<file path="config.mk">
export PLATFORM = sky130hd
export DESIGN_NAME = sfir_decim_output
export DESIGN_NICKNAME = d
export VERILOG_FILES = /design/src/rtl/sfir_pkg.sv /design/src/rtl/sfir_out_fifo.sv /design/src/rtl/sfir_decim_output.sv
export SDC_FILE = /design/constraint.sdc
export NUM_CORES = 1
export LEC_CHECK = 0
export BUFFER_PORTS_ARGS = -buffer_cell sky130_fd_sc_hd__clkbuf_2
export CELL_PAD_IN_SITES_DETAIL_PLACEMENT = 2
export CELL_PAD_IN_SITES_GLOBAL_PLACEMENT = 2
export CORE_MARGIN = 2
export CORE_UTILIZATION = 41
export DETAILED_ROUTE_END_ITERATION = 10
export PLACE_DENSITY_LB_ADDON = 0.3
export SYNTH_ARGS = -nofsm -noshare
export SYNTH_HDL_FRONTEND = slang
export SYNTH_SLANG_ARGS = --single-unit
</file>
<file path="constraint.sdc">
create_clock -name clk_i -period 3.55 [get_ports clk_i]
set_clock_uncertainty 0.2 [all_clocks]
set_input_delay 0.1775 -clock clk_i [delete_from_list [all_inputs] [get_ports clk_i]]
set_output_delay 0.1775 -clock clk_i [all_outputs]
set_load 0.02 [all_outputs]
</file>
<file path="src/rtl/sfir_pkg.sv">
// Shared definitions for the symmetric FIR output stages: default widths and
// the round-half-up scaling helper.
package sfir_pkg;

    localparam int PRODUCT_WIDTH = 32;
    localparam int OUT_WIDTH     = 16;

    // Working width for round_shift; wide enough for any product width up to 62 bits.
    localparam int ROUND_WIDTH   = 64;

    // Adds one half LSB of the target scale, then shifts arithmetically.
    // Round-half-up: +0.5 goes to 1 and -0.5 goes to 0.
    function automatic logic signed [ROUND_WIDTH-1:0] round_shift(
        input logic signed [ROUND_WIDTH-1:0] value,
        input int unsigned                   shift
    );
        logic signed [ROUND_WIDTH-1:0] half;
        logic signed [ROUND_WIDTH-1:0] sum;
        half = ROUND_WIDTH'(1) << (shift - 1);
        sum  = value + half;
        return sum >>> shift;
    endfunction

endpackage

</file>
<file path="src/rtl/sfir_out_fifo.sv">
// Synchronous output FIFO. Pointers carry one extra wrap bit so full and empty
// come straight from the pointers. A push into a full FIFO is accepted only if
// a pop frees a slot in the same cycle. The head is read out of the storage
// flops and forced to zero while the FIFO is empty.
module sfir_out_fifo #(
    parameter int DATA_WIDTH = 16,
    parameter int DEPTH      = 4
) (
    input  logic                  clk_i,
    input  logic                  rst_i,
    input  logic                  push_i,
    input  logic [DATA_WIDTH-1:0] data_i,
    output logic                  full_o,
    input  logic                  pop_i,
    output logic [DATA_WIDTH-1:0] data_o,
    output logic                  empty_o
);

    localparam int AW = $clog2(DEPTH);

    logic [AW:0]           wr_ptr_q, wr_ptr_d;
    logic [AW:0]           rd_ptr_q, rd_ptr_d;
    logic [DATA_WIDTH-1:0] mem_q [DEPTH];
    logic                  do_push;
    logic                  do_pop;

    // Status flags, accepted handshakes and next pointer values.
    always_comb begin
        // NOTE: every signal written here gets a value on every path; a missing default would infer a latch.
        empty_o  = (wr_ptr_q == rd_ptr_q);
        full_o   = (wr_ptr_q[AW] != rd_ptr_q[AW]) && (wr_ptr_q[AW-1:0] == rd_ptr_q[AW-1:0]);
        do_pop   = pop_i && !empty_o;
        do_push  = push_i && (!full_o || do_pop);
        wr_ptr_d = wr_ptr_q + (AW+1)'(do_push);
        rd_ptr_d = rd_ptr_q + (AW+1)'(do_pop);
        data_o   = empty_o ? '0 : mem_q[rd_ptr_q[AW-1:0]];
    end

    // Pointer registers with synchronous reset.
    always_ff @(posedge clk_i) begin
        // NOTE: state registers use non-blocking assignments so every flop samples pre-edge values.
        if (rst_i) begin
            wr_ptr_q <= '0;
            rd_ptr_q <= '0;
        end else begin
            wr_ptr_q <= wr_ptr_d;
            rd_ptr_q <= rd_ptr_d;
        end
    end

    // Sample storage, written at the slot the write pointer addresses.
    always_ff @(posedge clk_i) begin
        // NOTE: storage is deliberately not reset; the pointers alone decide which entries are live.
        if (do_push) begin
            mem_q[wr_ptr_q[AW-1:0]] <= data_i;
        end
    end

endmodule

</file>
<file path="src/rtl/sfir_decim_output.sv">
// Output conditioning after the symmetric FIR: decimate by DECIM, round and
// shift by SHIFT, limit to OUT_WIDTH, buffer in a FIFO with a valid/ready output.
// Pipeline: input/keep register, rounding stage, range-limit stage, FIFO write.
// Build option SFIR_DECIM_SAT_EN: saturate and flag clipping on sat_o;
// otherwise the result wraps to the low OUT_WIDTH bits and sat_o is 0.
module sfir_decim_output #(
    parameter int IN_WIDTH   = sfir_pkg::PRODUCT_WIDTH,
    parameter int OUT_WIDTH  = sfir_pkg::OUT_WIDTH,
    parameter int SHIFT      = 15,
    parameter int DECIM      = 4,
    parameter int FIFO_DEPTH = 4
) (
    input  logic                 clk_i,
    input  logic                 rst_i,
    input  logic [IN_WIDTH-1:0]  data_i,
    input  logic                 valid_i,
    input  logic                 phase_clr_i,
    output logic [OUT_WIDTH-1:0] data_o,
    output logic                 valid_o,
    input  logic                 ready_i,
    output logic                 sat_o,
    output logic                 drop_o
);

    import sfir_pkg::*;

    localparam int CNT_W = (DECIM > 1) ? $clog2(DECIM) : 1;
    localparam logic [CNT_W-1:0] CNT_LAST = CNT_W'(DECIM - 1);

`ifdef SFIR_DECIM_SAT_EN
    // Full rounded value is kept so the limiter can see every overflow bit.
    localparam int S1_W = IN_WIDTH + 1;
`else
    // Wrapping only ever needs the low OUT_WIDTH bits of the rounded value.
    localparam int S1_W = OUT_WIDTH;
`endif

    logic [CNT_W-1:0]     cnt_q, cnt_d, cnt_eff;
    logic                 in_valid_q, in_valid_d;
    logic [IN_WIDTH-1:0]  in_data_q, in_data_d;
    logic                 s1_valid_q, s1_valid_d;
    logic [S1_W-1:0]      s1_data_q, s1_data_d;
    logic                 s2_valid_q, s2_valid_d;
    logic [OUT_WIDTH-1:0] s2_data_q, s2_data_d;
    logic                 drop_q, drop_d;
    logic                 fifo_full;
    logic                 fifo_empty;
    logic                 pop;

    // Decimation phase: phase_clr_i forces this cycle's phase to zero.
    always_comb begin
        cnt_eff    = phase_clr_i ? '0 : cnt_q;
        cnt_d      = cnt_q;
        if (valid_i) begin
            cnt_d = (cnt_eff == CNT_LAST) ? '0 : cnt_eff + 1'b1;
        end
        in_valid_d = valid_i && (cnt_eff == '0);
        in_data_d  = data_i;
    end

    // Stage 1: add half an output LSB and shift arithmetically.
    always_comb begin
        s1_valid_d = in_valid_q;
        s1_data_d  = S1_W'(round_shift(ROUND_WIDTH'($signed(in_data_q)), SHIFT));
    end

`ifdef SFIR_DECIM_SAT_EN
    logic                        sat_q, sat_d;
    logic [S1_W-OUT_WIDTH:0]     s1_hi;
    logic                        s1_clip;

    // Stage 2: saturate when the bits above the output sign disagree with it.
    always_comb begin
        s2_valid_d = s1_valid_q;
        s1_hi      = s1_data_q[S1_W-1:OUT_WIDTH-1];
        s1_clip    = !((&s1_hi) || !(|s1_hi));
        s2_data_d  = s1_clip ? {s1_data_q[S1_W-1], {(OUT_WIDTH-1){~s1_data_q[S1_W-1]}}}
                             : s1_data_q[OUT_WIDTH-1:0];
        sat_d      = sat_q || (s1_valid_q && s1_clip);
    end

    // Sticky clip flag.
    always_ff @(posedge clk_i) begin
        if (rst_i) begin
            sat_q <= 1'b0;
        end else begin
            sat_q <= sat_d;
        end
    end

    assign sat_o = sat_q;
`else
    // Stage 2: two's-complement wrap to the output width.
    always_comb begin
        s2_valid_d = s1_valid_q;
        s2_data_d  = s1_data_q;
    end

    assign sat_o = 1'b0;
`endif

    // Drop pulse: a stage-2 sample meets a full FIFO that is not draining.
    always_comb begin
        pop    = !fifo_empty && ready_i;
        drop_d = s2_valid_q && fifo_full && !pop;
    end

    // Counter, pipeline and drop registers; reset discards samples in flight.
    always_ff @(posedge clk_i) begin
        if (rst_i) begin
            cnt_q      <= '0;
            in_valid_q <= 1'b0;
            in_data_q  <= '0;
            s1_valid_q <= 1'b0;
            s1_data_q  <= '0;
            s2_valid_q <= 1'b0;
            s2_data_q  <= '0;
            drop_q     <= 1'b0;
        end else begin
            cnt_q      <= cnt_d;
            in_valid_q <= in_valid_d;
            in_data_q  <= in_data_d;
            s1_valid_q <= s1_valid_d;
            s1_data_q  <= s1_data_d;
            s2_valid_q <= s2_valid_d;
            s2_data_q  <= s2_data_d;
            drop_q     <= drop_d;
        end
    end

    sfir_out_fifo #(
        .DATA_WIDTH (OUT_WIDTH),
        .DEPTH      (FIFO_DEPTH)
    ) u_fifo (
        .clk_i   (clk_i),
        .rst_i   (rst_i),
        .push_i  (s2_valid_q),
        .data_i  (s2_data_q),
        .full_o  (fifo_full),
        .pop_i   (pop),
        .data_o  (data_o),
        .empty_o (fifo_empty)
    );

    assign valid_o = !fifo_empty;
    assign drop_o  = drop_q;

endmodule

</file>
Word-level counts from Yosys, hierarchy flattened
Memory sizes are Yosys's and may differ from the RTL's. A register that Yosys moved wholly into a read port is not among the register bits.
Index checks and enable logic that the tools add are counted.
{"block": "classes", "add_sub_neg": 4, "mul": 0, "n_div": 0, "n_lt_le_gt_ge": 0, "eq_ne": 4, "n_shift": 0, "muxes": 6, "bitwise_logic": 0, "reduce_logical": 12}
{"operator": "adder 31 x 16 -> 31 bit, second input constant", "n": 1}
{"operator": "two-way mux 16 bit", "n": 1}
{"operator": "logical AND 1 bit", "n": 7}
{"operator": "adder 3 x 1 -> 3 bit", "n": 2}
{"operator": "two-way mux 2 bit", "n": 3}
{"operator": "== test 3 bit", "n": 1}
{"operator": "zero test 1 bit", "n": 3}
{"operator": "adder 2 x 1 -> 2 bit, second input constant", "n": 1}
{"operator": "== test 2 bit", "n": 1}
{"operator": "== test 2 bit, second input constant", "n": 1}
{"operator": "zero test 2 bit", "n": 1}
{"operator": "two-way mux 1 bit", "n": 2}
{"operator": "logical OR 1 bit", "n": 1}
{"operator": "inequality test 1 bit", "n": 1}
{"block": "totals", "register_bits": 75, "latchBits": 0, "mem_bits_rw": 64, "rom_bits": 0, "inputBits": 37, "output_inout_bits": 19, "elab_cells": 37, "n_memories": 1}
{"memory": "u_fifo.mem_q", "depth": 4, "width": 16, "read_ports": 1, "rd_clocked_by_memory_dff": 1, "wr": 1, "line_no": "sfir_out_fifo.sv:23", "rtl": "logic [DATA_WIDTH-1:0] mem_q [DEPTH];"}

Logic depth before layout (Yosys ltp)
{"block": "depth", "depth_word": 8, "depth_mapped": 9}

Hierarchy
From an unflattened synthesis, not the netlist that was laid out.
{"block": "unflattened", "hier_cells": 306, "area_unflattened_um2": 4579.4}
{"mod": "sfir_out_fifo", "instances": 1, "cells_each": 132, "area_each_um2": 2742.6, "seq_area_each_um2": 2042.0}
{"mod": "sfir_decim_output", "instances": 1, "cells_each": 174, "area_each_um2": 1836.8, "seq_area_each_um2": 1101.1}

Worst setup path after synthesis
Ideal clock, no wire load.
{"block": "synth_path", "path_kind": "flip-flop to flip-flop", "start": "register u_fifo.rd_ptr_q[0]", "end": "memory u_fifo.mem_q[2][0] (enable)", "setup_ns": 0.413, "t_arrival_ns": 2.140, "required_ns": 2.937, "slack_ns": 0.797, "stages_incl_launch_ff": 5, "path_buffers": 1, "period_less_slack_ns": 2.753, "cell_sequence": "dfxtp_1 -> buf_4 -> xor2_2 -> o41ai_2 -> nor3b_1"}
{"block": "synth_via", "elab_chain_len": 8, "elab_cells_between_ends": 11, "classes_between": "2 x eq/ne; 2 x mux; 7 x reduce/logical"}
{"item": "from (decl)", "line_no": "sfir_out_fifo.sv:22", "rtl": "logic [AW:0] rd_ptr_q, rd_ptr_d;"}
{"item": "from (signal assigned)", "line_no": "sfir_out_fifo.sv:47", "rtl": "rd_ptr_q <= rd_ptr_d;"}
{"item": "== test 3 bit", "line_no": "sfir_out_fifo.sv:30", "rtl": "empty_o = (wr_ptr_q == rd_ptr_q);"}
{"item": "zero test 1 bit", "line_no": "sfir_out_fifo.sv:32, sfir_decim_output.sv:104"}
{"item": "logical AND 1 bit", "line_no": "sfir_decim_output.sv:104", "rtl": "pop = !fifo_empty && ready_i;"}
{"item": "logical AND 1 bit", "line_no": "sfir_out_fifo.sv:32", "rtl": "do_pop = pop_i && !empty_o;"}
{"item": "logical OR 1 bit *", "line_no": "sfir_out_fifo.sv:33", "rtl": "do_push = push_i && (!full_o || do_pop);"}
{"item": "logical AND 1 bit *", "line_no": "sfir_out_fifo.sv:33"}
{"item": "two-way mux 1 bit *", "line_no": "sfir_out_fifo.sv:54", "rtl": "if (do_push) begin"}
{"item": "two-way mux 1 bit (implied by the code) *", "line_no": "sfir_out_fifo.sv:55", "rtl": "mem_q[wr_ptr_q[AW-1:0]] <= data_i;"}
{"item": "to (decl)", "line_no": "sfir_out_fifo.sv:23"}
Mark *: on every way between the ends. The rest lies on a longest branch, timed or not.

Worst setup path in the final report
{"block": "layout_path", "start": "register u_fifo.wr_ptr_q[1]", "end": "register u_fifo.wr_ptr_q[2]"}
{"block": "layout_via", "elab_chain_len": 7, "elab_cells_between_ends": 10, "classes_between": "1 x add/sub; 2 x eq/ne; 7 x reduce/logical"}
{"item": "from (decl)", "line_no": "sfir_out_fifo.sv:21", "rtl": "logic [AW:0] wr_ptr_q, wr_ptr_d;"}
{"item": "from (signal assigned)", "line_no": "sfir_out_fifo.sv:46", "rtl": "wr_ptr_q <= wr_ptr_d;"}
{"item": "== test 3 bit", "line_no": "sfir_out_fifo.sv:30"}
{"item": "zero test 1 bit", "line_no": "sfir_out_fifo.sv:32, sfir_decim_output.sv:104"}
{"item": "logical AND 1 bit", "line_no": "sfir_decim_output.sv:104"}
{"item": "logical AND 1 bit", "line_no": "sfir_out_fifo.sv:32"}
{"item": "logical OR 1 bit", "line_no": "sfir_out_fifo.sv:33"}
{"item": "logical AND 1 bit", "line_no": "sfir_out_fifo.sv:33"}
{"item": "adder 3 x 1 -> 3 bit *", "line_no": "sfir_out_fifo.sv:34", "rtl": "wr_ptr_d = wr_ptr_q + (AW+1)'(do_push);"}
Marked as above.
A chain may end at the register's enable or synchronous reset.

==> results by group <==
Synthesis
  • Post-synth ARST share: 0%
  • Post-Syn Area per Cell: 15.0 um2
  • Post-Syn Area: 4640 um2
  • Synthesis-stage register bit count: 125
  • Top cell type's share of synthesized area: 41.4%
  • Mapped Cells: 309
  • Synth cell count leaders: 64 x edfxtp_1, 61 x dfxtp_1, 61 x nor2b_1, 16 x mux4_2, 14 x nor2_1
  • Post-synth EDFFs: 64
  • Synthesized net count: 352
  • Most common cell in the netlist: edfxtp_1
  • Unique masters post-synth: 36
  • Seq/Total Area, Yosys: 67.8%
  • Largest cells by area after synthesis: edfxtp_1 41%, dfxtp_1 26%, nor2b_1 8.2%
  • Synth Warn #: 0
  • Synth area leader: edfxtp_1
  • Synth Flop Type: edfxtp_1

Clock network
  • H-tree levels: 4
  • Clock root buffer: clkbuf_16
  • Postcts setup bufs: 0
  • Clk_lat worst skew: 0.41 ns
  • Deepest clock path buffer count: 2
  • CTS tree: done
  • Num CTS Buffers: 17
  • Clk pin slew, worst setup/hold paths: 0.05 ns
  • Clock Sink Count: 125

Floorplanning
  • FP Rows: 38
  • I/O pin count: 56
  • Core box area: 10900 um2
  • Die H: 110 um
  • Die area: 12200 um2
  • Starting Density: 42.4%
  • Die width: 110 um

Setup path
  • Critical Path Start Type: flop
  • Critical path class: reg -> reg
  • CP Cell Sequence: xor2_2 -> o41ai_2 -> inv_1 -> ha_1 -> ha_1 -> xnor2_1 -> nor2_1
  • Crit path top cell by count: ha_1
  • Worst Path Buf+Inv: 1
  • Max FO, Critical Path: 6
  • Setup crit end kind: flop
  • CP arrival: 2.67 ns
  • Critical path's slowest cell: o41ai_2
  • CP required: 3.65 ns
  • Worst path top cell family by delay: compound AO/OA/AOI/OAI gates
  • Max incr delay on CP: 0.72 ns

STA
  • Max Freq: 0.389 GHz
  • Final hold vios: 0
  • Slew Viols, Final: 0
  • RSZ-0062 raised after global routing: false
  • Final min period: 2.57 ns
  • Slew margin rel.: 39.2%
  • Worst-Margin Slew: 0.911 ns
  • Setup Total Neg Slack: 0 ns
  • Fraction of the cycle the final worst path needs: 72.4%
  • Final Setup Violations: 0

Finish
  • Post-route core utilization: 52.8%
  • Share of layout cells above drive strength 1: 27.7%
  • Diodes inserted: 0
  • Area Growth Syn to Fin: 24.6%
  • Post-Layout Cell Count: 533
  • Nets: 423
  • Post-route cell area: 5780 um2

Outcome
  • Outcome: finished, final reports clean

Placed design
  • Placer Congestion: 0.676
  • IO Port Bufs: 39
  • Post-detail-place hpwl: 6320 um
  • Placed Cells: 481
  • Placed instance area: 4990 um2

Drt
  • Via/cell ratio: 4.99
  • Detailed Route WL: 10500 um
  • Wire length per cell: 19.7 um
  • Initial DRC Count: 80
  • Drt pass-1 iters: 4
  • Via count: 2662
  • Post-route DRC: 0
  • Antenna viol nets, final: 0

Power
  • Power per Cell Area: 597 nW/um2
  • Leak: 2.13 nW
  • VDD IR max: 0.407 mV
  • Switching Fraction: 20.9%
  • Combinational Power Share: 4.7%
  • Cell internal pwr: 2.73 mW
  • Sw Pwr: 0.722 mW
  • Power share of the clock group: 49.8%
  • Sequential share of power: 45.5%

Global route
  • Initial antenna violation count: 0
  • First-pass GRT wire length: 16400 um
  • Gr ovfl total: 0
  • Pin count of the biggest net entering global routing: 49
  • Vias in the first global route: 2936
  • Global Route Usage Sum: 19.2%

Min path
  • Min-delay worst type: reg -> reg

Flow run
  • Max-cap violations: 0
-- cells in the final DEF, fill, tap and decap left out, types with 4 or more instances in the layout --
cell type | netlist | routed
clkinv_2 | 0 | 6
clkbuf_2 | 0 | 39
buf_4 | 3 | 8
a21oi_1 | 8 | 8
nand3_1 | 5 | 5
clkbuf_16 | 0 | 17
o31ai_1 | 4 | 4
or3_1 | 4 | 4
or4_1 | 5 | 5
mux4_2 | 16 | 16
edfxtp_1 | 64 | 64
xnor2_1 | 5 | 5
ha_1 | 6 | 6
mux2_2 | 4 | 4
nor2_1 | 14 | 14
nand2_1 | 6 | 6
o21ai_0 | 4 | 4
inv_1 | 5 | 5
nor2b_1 | 61 | 61
dlygate4sd3_1 | 0 | 20
dfxtp_1 | 61 | 61
-- power groups by stage --
stage | clock (mW) | sequential, mW | combinational [mW]
2_1_floorplan | 0 | 1.59 | 0.105
3_3_place_gp | 0 | 1.59 | 0.139
3_5_place_dp | 0 | 1.60 | 0.147
4_1_cts | 1.76 | 1.57 | 0.167
5_1_grt | 1.82 | 1.57 | 0.182
6_report | 1.72 | 1.57 | 0.164
-- routing by layer --
metal | share of wire [%] | up-vias | track usage, % | routed length (um)
li1 | - | 1251 | - | -
met1 | 42 | 1336 | 22.0 | 4390
met2 | 54 | 63 | 34.8 | 5670
met3 | 3.0 | 12 | 5.29 | 319
met4 | 1.1 | 0 | 6.16 | 119
met5 | 0 | - | 0 | 0
-- metrics by stage --
stage	hold slack, ns	power, mW	setup slack (ns)
after floorplan	0.0913	1.69	0.797
after global placement	0.192	1.73	1.35
after detailed placement	0.197	1.75	1.22
after CTS	0.242	3.49	0.931
after global routing	0.258	3.58	0.842
final	0.238	3.45	0.980
-- timing repair --
| item | CTS | global route |
|---|---|---|
| endpoints found under the setup margin | 0 | 0 |
| gates resized for setup | 0 | 0 |
| hold buffers | 20 | 0 |
| hold endpoints to repair | 21 | 0 |
-- state kept, by name, summed over array words and instances, names as in the netlist --
name / flops
s1_valid_q: 1
cnt_q: 2
drop_o: 1
s2_data_q: 16
u_fifo.mem_q: 64
s2_valid_q: 1
u_fifo.wr_ptr_q: 3
u_fifo.rd_ptr_q: 3
in_valid_q: 1
s1_data_q: 16
in_data_q: 17
-- worst register-to-register path, cell delays in order, from the launching register on --
cell,delay [ns]
dfxtp_1,0.51
xor2_2,0.19
o41ai_2,0.72
inv_1,0.15
ha_1,0.24
ha_1,0.19
xnor2_1,0.18
nor2_1,0.07
-- area by class of cell --
type                            instances  area [um2]
Clock inverter                         14         150
Sequential cell                       125        3140
Multi-Input combinational cell        164        1400
Timing Repair Buffer                   67         455
Tap cell                              140         175
Fill cell                            1018        5160
Clock buffer                           18         439
Inverter                                5        18.8
-- logic make-up (layout without fill, tap and decap cells) --
logic type	after synthesis	after routing	share of synthesized area, %
other	1	1	0.0809
XOR/XNOR	8	8	1.83
AO/OA/AOI/OAI	17	17	2.29
buffers and inverters	20	104	2.40
multiplexers	21	21	8.96
adder cells (fa/ha/maj)	6	6	1.62
flip-flops	125	125	67.8
AND/OR/NAND/NOR	111	111	15.0
-- final timing paths --
check	startpoint	to	slack, ns	cells past startpoint
setup reg to reg	u_fifo.wr_ptr_q[1]	u_fifo.wr_ptr_q[2]	0.98	7
hold reg to reg	s1_data_q[11]	s2_data_q[11]	0.24	1
setup / recovery	u_fifo.wr_ptr_q[1]	u_fifo.wr_ptr_q[2]	0.98	7
hold / removal	s1_data_q[11]	s2_data_q[11]	0.24	1
(Power assumes the default switching activity.)
